===== src/rtl/clock_monitor.sv =====
// Clock/strobe monitor: synchronizes mon_in, measures high-phase length and
// period in clk cycles, tracks min/max period and flags a stuck input.
module clock_monitor #(
  parameter int unsigned CNT_W   = 16,
  parameter int unsigned TIMEOUT = 1024
) (
  input  logic             clk,
  input  logic             rst,
  input  logic             mon_in,
  input  logic             clr,
  output logic             meas_valid,
  output logic [CNT_W-1:0] high_len,
  output logic [CNT_W:0]   period,
  output logic [CNT_W:0]   period_min,
  output logic [CNT_W:0]   period_max,
  output logic [CNT_W-1:0] meas_cnt,
  output logic             stuck,
  output logic             stuck_level
);

  localparam int unsigned PW = CNT_W + 1;
  localparam logic [CNT_W-1:0] CNT_MAX   = '1;
  localparam logic [CNT_W-1:0] TIMEOUT_C = CNT_W'(TIMEOUT);

  typedef enum logic [1:0] {
    ST_IDLE,
    ST_HIGH,
    ST_LOW,
    ST_STUCK
  } state_t;

  state_t           state_q, state_d;
  logic             s1_q, s1_d;
  logic             s2_q, s2_d;
  logic             prev_q, prev_d;
  logic [CNT_W-1:0] phase_cnt_q, phase_cnt_d;
  logic [CNT_W-1:0] high_tmp_q, high_tmp_d;
  logic             meas_valid_q, meas_valid_d;
  logic [CNT_W-1:0] high_len_q, high_len_d;
  logic [PW-1:0]    period_q, period_d;
  logic [PW-1:0]    period_min_q, period_min_d;
  logic [PW-1:0]    period_max_q, period_max_d;
  logic [CNT_W-1:0] meas_cnt_q, meas_cnt_d;
  logic             stuck_q, stuck_d;
  logic             stuck_level_q, stuck_level_d;

  logic             rise, fall, timeout_hit;
  logic [PW-1:0]    new_period;

  assign rise        = s2_q & ~prev_q;
  assign fall        = ~s2_q & prev_q;
  // An edge in the same cycle always takes priority over the timeout.
  assign timeout_hit = (phase_cnt_q == TIMEOUT_C) && !rise && !fall;
  assign new_period  = PW'(high_tmp_q) + PW'(phase_cnt_q);

  always_comb begin
    s1_d          = mon_in;
    s2_d          = s1_q;
    prev_d        = s2_q;
    state_d       = state_q;
    high_tmp_d    = high_tmp_q;
    meas_valid_d  = 1'b0;
    high_len_d    = high_len_q;
    period_d      = period_q;
    stuck_d       = stuck_q;
    stuck_level_d = stuck_level_q;
    phase_cnt_d   = (phase_cnt_q == CNT_MAX) ? phase_cnt_q : phase_cnt_q + CNT_W'(1);
    if (rise || fall) phase_cnt_d = CNT_W'(1);

    // Clear is applied first so a coincident measurement lands on fresh stats.
    if (clr) begin
      period_min_d = '1;
      period_max_d = '0;
      meas_cnt_d   = '0;
    end else begin
      period_min_d = period_min_q;
      period_max_d = period_max_q;
      meas_cnt_d   = meas_cnt_q;
    end

    case (state_q)
      ST_IDLE: begin
        if (rise) state_d = ST_HIGH;
      end
      ST_HIGH: begin
        if (fall) begin
          high_tmp_d = phase_cnt_q;
          state_d    = ST_LOW;
        end
      end
      ST_LOW: begin
        if (rise) begin
          high_len_d   = high_tmp_q;
          period_d     = new_period;
          meas_valid_d = 1'b1;
          if (new_period < period_min_d) period_min_d = new_period;
          if (new_period > period_max_d) period_max_d = new_period;
          if (meas_cnt_d != CNT_MAX) meas_cnt_d = meas_cnt_d + CNT_W'(1);
          state_d      = ST_HIGH;
        end
      end
      ST_STUCK: begin
        if (rise) begin
          stuck_d = 1'b0;
          state_d = ST_HIGH;
        end else if (fall) begin
          stuck_d = 1'b0;
          state_d = ST_IDLE;
        end
      end
      default: state_d = ST_IDLE;
    endcase

    if (state_q != ST_STUCK && timeout_hit) begin
      state_d       = ST_STUCK;
      stuck_d       = 1'b1;
      stuck_level_d = s2_q;
    end
  end

  always_ff @(posedge clk) begin
    if (rst) begin
      state_q       <= ST_IDLE;
      s1_q          <= 1'b0;
      s2_q          <= 1'b0;
      prev_q        <= 1'b0;
      phase_cnt_q   <= '0;
      high_tmp_q    <= '0;
      meas_valid_q  <= 1'b0;
      high_len_q    <= '0;
      period_q      <= '0;
      period_min_q  <= '1;
      period_max_q  <= '0;
      meas_cnt_q    <= '0;
      stuck_q       <= 1'b0;
      stuck_level_q <= 1'b0;
    end else begin
      state_q       <= state_d;
      s1_q          <= s1_d;
      s2_q          <= s2_d;
      prev_q        <= prev_d;
      phase_cnt_q   <= phase_cnt_d;
      high_tmp_q    <= high_tmp_d;
      meas_valid_q  <= meas_valid_d;
      high_len_q    <= high_len_d;
      period_q      <= period_d;
      period_min_q  <= period_min_d;
      period_max_q  <= period_max_d;
      meas_cnt_q    <= meas_cnt_d;
      stuck_q       <= stuck_d;
      stuck_level_q <= stuck_level_d;
    end
  end

  assign meas_valid  = meas_valid_q;
  assign high_len    = high_len_q;
  assign period      = period_q;
  assign period_min  = period_min_q;
  assign period_max  = period_max_q;
  assign meas_cnt    = meas_cnt_q;
  assign stuck       = stuck_q;
  assign stuck_level = stuck_level_q;

endmodule


===== config.mk =====
export PLATFORM = sky130hd
export DESIGN_NAME = clock_monitor
export DESIGN_NICKNAME = d
export VERILOG_FILES = /design/src/rtl/clock_monitor.sv
export SDC_FILE = /design/constraint.sdc
export NUM_CORES = 1
export LEC_CHECK = 0
export CORE_MARGIN = 3
export CORE_UTILIZATION = 55
export DETAILED_ROUTE_END_ITERATION = 8
export PLACE_DENSITY_LB_ADDON = 0.1
export RECOVER_POWER = 100
export SYNTH_ARGS = -nofsm -noshare
export SYNTH_HDL_FRONTEND = slang
export SYNTH_SLANG_ARGS = --single-unit

===== constraint.sdc =====
create_clock -name clk -period 11.55 [get_ports clk]
set_input_delay 1.7325 -clock clk [delete_from_list [all_inputs] [get_ports clk]]
set_output_delay 1.7325 -clock clk [all_outputs]
set_load 0.02 [all_outputs]

* Word level (Yosys, flattened, before mapping)
Cells that the tools add are included.
** Storage, ports and cells
- Register bits :: 123
- Memory bits (read-only) :: 0
- Output and inout port bits :: 86
- Bits in latches :: 0
- RAM bits :: 0
- Memories :: 0
- Word-level logic and storage cells :: 77
- Bits of input ports :: 4
** Cells by class
- Div/mod/pow operators :: 0
- Multipliers :: 0
- Reductions and logical operators :: 16
- Add/sub/neg operators :: 3
- Equal/unequal tests :: 11
- Bitwise gates (word level) :: 5
- Mux-type cells :: 25
- Shift-type cells :: 0
- Magnitude comparators :: 2
** Operators by type and width (count)
- $mux 17 :: 8
- $mux 16 :: 4
- $add 16x1->16 const B :: 2
- $add 16x16->17 :: 1
- $gt 17x17->1 :: 1
- $lt 17x17->1 :: 1
- $eq 16x11->1 const B :: 1
- $eq 16x16->1 const B :: 1
- $ne 16x16->1 const B :: 1
- $mux 2 :: 5
- $mux 1 :: 7
- $pmux 2 s3 :: 1
- $reduce_and 2->1 :: 3
- $reduce_or 2->1 :: 3
- $eq 2x2->1 const B :: 2
- $ne 4x4->1 const B :: 1
- $logic_and 1x1->1 :: 3
- $ne 3x1->1 const B :: 1
- $ne 3x3->1 const B :: 1
- $not 1->1 :: 3
- $reduce_and 3->1 :: 1
- $reduce_bool 3->1 :: 1
- $and 1x1->1 :: 2
- $eq 2x1->1 const B :: 1
- other kinds (6) :: 7

* Logic depth before layout (Yosys ltp)
- Depth after elaboration :: 8
- Depth in mapped cells :: 21
- Mapped depth without buffers :: 20

* Worst setup path before layout
No wires, ideal clock.
- Path kind :: input to register
- Start point :: in clr
- End point :: reg period_min_q[10], in the netlist period_min[10]
- Arrival :: 4206 ps
- Required time :: 11424 ps
- Setup time :: 126 ps
- Slack :: 7217 ps
- Stages on the path :: 15
- Path buffers :: 4
- Cell sequence :: clkbuf_1 -> clkbuf_1 -> clkbuf_1 -> nor2_1 -> ha_1 -> o21ai_0 -> a21oi_1 -> o211ai_1 -> a21oi_1 -> o211ai_1 -> a22oi_1 -> o211ai_1 -> nand2_2 -> buf_2 -> mux2i_1
** Between the ends
- Word-level cells in the longest chain between the ends :: 5
** Ends and longest elaborated chain
- start, declared :: RTL line 10 : input logic clr,
- $mux 17 * :: RTL line 71 : if (clr) begin
- $lt 17x17->1 :: RTL line 96 : if (new_period < period_min_d) period_min_d = new_period;
- $mux 17 :: RTL line 96
- $mux 17 :: RTL line 92 : if (rise) begin
- $mux 17 * :: RTL line 81 : case (state_q)
- end signal, assigned :: RTL line 147 : period_min_q <= period_min_d;
- end, declared :: RTL line 41 : logic [PW-1:0] period_min_q, period_min_d;
Every way passes the cells marked *; elsewhere a longest branch is shown, timed or not.
A chain may end at the register's enable or synchronous reset.

==> results.md <==
* Largest net degree at the start of global routing at 82
* Die width at between 100 and 150 um
* Initial core utilization at 0.5726
* Drt first pass iters at 5
* Worst-path clk slew at approximately 0.06 ns
* I/O Pins at 90
* FFs w/ async S/R, synth at 0
* EDFF count, synth at 0
* Routed length per instance at 16.69 um
* R2r setup slk at around 5.8 ns
* Worst r2r src: phase_cnt_q[0]
* DRT iter0 DRCs at between 400 and 500
* Vias in the first global route at approximately 5800
* Routing usage on met2 at 0.4584
* Setup TNS at 0 ns
* Routed Antenna Nets at 0
* R2R depth at 19
* Grt ovf at 0
* Fillers at about 970
* Max-slew violations at about 150
* Status: complete, but fails checks
* Relative slew slack at -1.335
* Clock sink count at 123
* ANT cells at 0
* Root buf cell: clkbuf_16
* GRT Overall Usage at 0.2653
* Peak supply drop at about 0.12 mV
* Synthesized area at around 6700 sq um
* Cells after Synth at around 830
* F_max at roughly 0.17 GHz
* Syn Area/Cell at 8.094 sq um
* Sequential cell area at 2462 sq um
* Worst-Skew Late Latency at ~0.42 ns
* Hold Crit Class: flip-flop to flip-flop
* Multi-input combinational cell area at about 4000 sq um
* Fin crit period at between 6 and 7 ns
* Reg-to-Reg End: period_max[3]
* First-pass GRT wire length at 28.03 mm
* #FFs+latches synth at about 120
* Residual DRC at 0
* Fin crit share at 0.5224
* Vias per cell at 5.841
* Met1 Usage GRT at 0.3209
* Post-route clock skew at ~0.0063 ns
* Post-synth cell types at roughly 60
* H-Tree Depth at 4
* Number of CTS-inserted buffers at 17
* Pre-CTS setup slack at between 6 and 7 ns
* CP startpoint kind: input port
* Fin nets at around 950
* Unrepaired setup endpoints after global routing: no
* Drt total wl at approximately 18 mm
* CTS Buffer Depth at 2
* Syn nets at just under 900
* Worst setup path endpoint: meas_cnt[3]
* Worst Path Required at 11.84 ns
* CTS Hold Bufs at 0
* Setup violations, final at 0
* WS Path Type: input port to flip-flop
* Placer congestion estimate at between 0.9 and 1
* PwrDens at between 100 and 150 nW/um^2
* Final HPWL DP at between 10 and 15 mm
* Yosys Warn Count at 0
* Die Height at between 100 and 150 um
* CTS tree: built
* Grt peak-use layer: met2
* Setup slack after layout at 5.516 ns
* Fraction of layout cells with a size suffix above 1 at 0.06064
* Initial antenna violation count at 0
* Max Cap Viol at 3
* Crit path capture type: flip-flop
* Post-CTS Repair Setup Buffers at 0
* Critical Path Start: rst
* Start point of the worst hold path: s1_q
* Failing checks: max-capacitance violations, max-slew violations
* Tightest Pin Transition at 3.503 ns
* Final Hold Violating Endpoints at 0
* Die footprint at 13500 sq um
* Met3 usage at 0.07202
* WP data arrival at 6.32 ns
* Vias at slightly above 6000
* Num rows at 39
* CTS-repair resized insts at 0
* Static leakage at 3.511 nW
* Seq/Total Area, Yosys at 0.3687
* Critical-path maximum fanout at 81
* Area Growth Syn to Fin at 22.45%
* Core area at 11660 sq um
* Top_reg_cell synth: dfxtp_1
* PortBufs at slightly below 90
-- worst max-delay path: stages --
cell and delay [ns]:
clkbuf_1 1.28, clkbuf_1 2.54, or2_0 0.58, nor2_1 0.12
-- cell families (layout without fill, tap and decap cells) --
kind of cell	count (synthesis)	count (layout)	share of synthesized area
multiplexers	21	21	0.03148
buffers and inverters	58	140	0.03410
AND/OR/NAND/NOR	356	356	0.2518
AO/OA/AOI/OAI	185	185	0.1759
adder cells (fa/ha/maj)	52	52	0.09856
XOR/XNOR	30	30	0.03935
flip-flops	123	123	0.3687
-- cell type report --
| cell class | count | area share |
|---|---|---|
| well taps | 143 | 0.02188 |
| repair buffers | 96 | 0.1135 |
| clock inverters | 7 | 0.01086 |
| flip-flops and latches | 123 | 0.3011 |
| inverters | 13 | 0.005968 |
| clock buffers | 24 | 0.06014 |
| multi-input cells | 644 | 0.4865 |
-- flip-flops by register name, indices dropped and copies added (netlist names) --
signal       cells
phase_cnt_q     16
period_max      17
period_min      17
prev_q           1
stuck_level      1
s1_q             1
high_tmp_q      16
meas_cnt        16
period          17
prev_d           1
meas_valid       1
state_q          2
stuck            1
high_len        16
-- report_power, final --
part,total (mW),internal [mW],switching [mW],leakage (nW)
Clock,0.523,0.338,0.185,0.290
Sequential,0.429,0.426,0.00249,0.992
Combinational,0.0419,0.0128,0.0291,2.23
Total,0.994,0.777,0.217,3.51
-- through the flow --
step / power, mW / util / hold WS [ns] / std cells / cell area [sq um]
final: 0.9936 / 0.7011 / 0.4418 / 1050 / 8177
after floorplan: 0.4713 / - / 0.4138 / 825 / 6678
after detailed placement: 0.4789 / 0.6528 / 0.4363 / 1019 / 7614
after global routing: 1.025 / 0.7011 / 0.4586 / 1050 / 8177
after CTS: 0.9987 / 0.7026 / 0.4463 / 1050 / 8194
after global placement: 0.4778 / 0.6528 / 0.4384 / 1019 / 7614
-- how the worst min path moves through the flow --
stage	endpoint	cells after the start	slack [ns]
final	prev_d	1	0.44
after global placement	prev_d	1	0.44
after CTS	prev_d	1	0.45
after detailed placement	prev_d	1	0.44
after floorplan	prev_d	1	0.41
after global routing	prev_d	1	0.46
-- synthesized netlist by cell type (all sizes together), types with 2 or more instances --
cell type | n | area share
a2111oi | 3 | 0.0067
a211oi | 6 | 0.0067
a21boi | 2 | 0.0022
a21o | 20 | 0.022
a21oi | 94 | 0.074
a31o | 3 | 0.0039
a41o | 2 | 0.0030
and2 | 2 | 0.0019
and3 | 10 | 0.0094
and4 | 3 | 0.0039
buf | 5 | 0.0043
clkbuf | 40 | 0.022
dfxtp | 123 | 0.37
ha | 51 | 0.096
inv | 13 | 0.0073
mux2i | 21 | 0.031
nand2 | 118 | 0.067
nand2b | 26 | 0.024
nand3 | 33 | 0.025
nand4 | 12 | 0.011
nor2 | 87 | 0.049
nor2b | 13 | 0.013
nor3 | 26 | 0.019
nor3b | 4 | 0.0045
nor4 | 3 | 0.0037
o211a | 3 | 0.0045
o211ai | 4 | 0.0045
o21a | 5 | 0.0056
o21ai | 27 | 0.020
o31a | 3 | 0.0039
o41ai | 2 | 0.0026
or2 | 7 | 0.0066
or3 | 8 | 0.0082
xnor2 | 16 | 0.021
xor2 | 14 | 0.018
-- cells in the final DEF (no fill, tap or decap), types with 7 or more instances in the layout --
master and count:
nand2b_1 26, nor2b_1 12, nand4_1 12, clkbuf_16 17, a21oi_1 89, dfxtp_1 123, or3_1 7, nor3_1 26
nand3_1 33, xnor2_1 16, a21o_1 20, mux2i_1 21, dlygate4sd3_1 86, inv_1 13, xor2_1 14, nor2_1 87
nand2_1 117, and3_1 10, o21ai_0 26, ha_1 51
-- routing by layer --
metal	vias to the layer above	wire, um
li1	3027	-
met1	2913	7672
met2	165	8578
met3	28	997
met4	0	274
met5	-	0
Note: power is estimated with default switching activity, not from simulation.
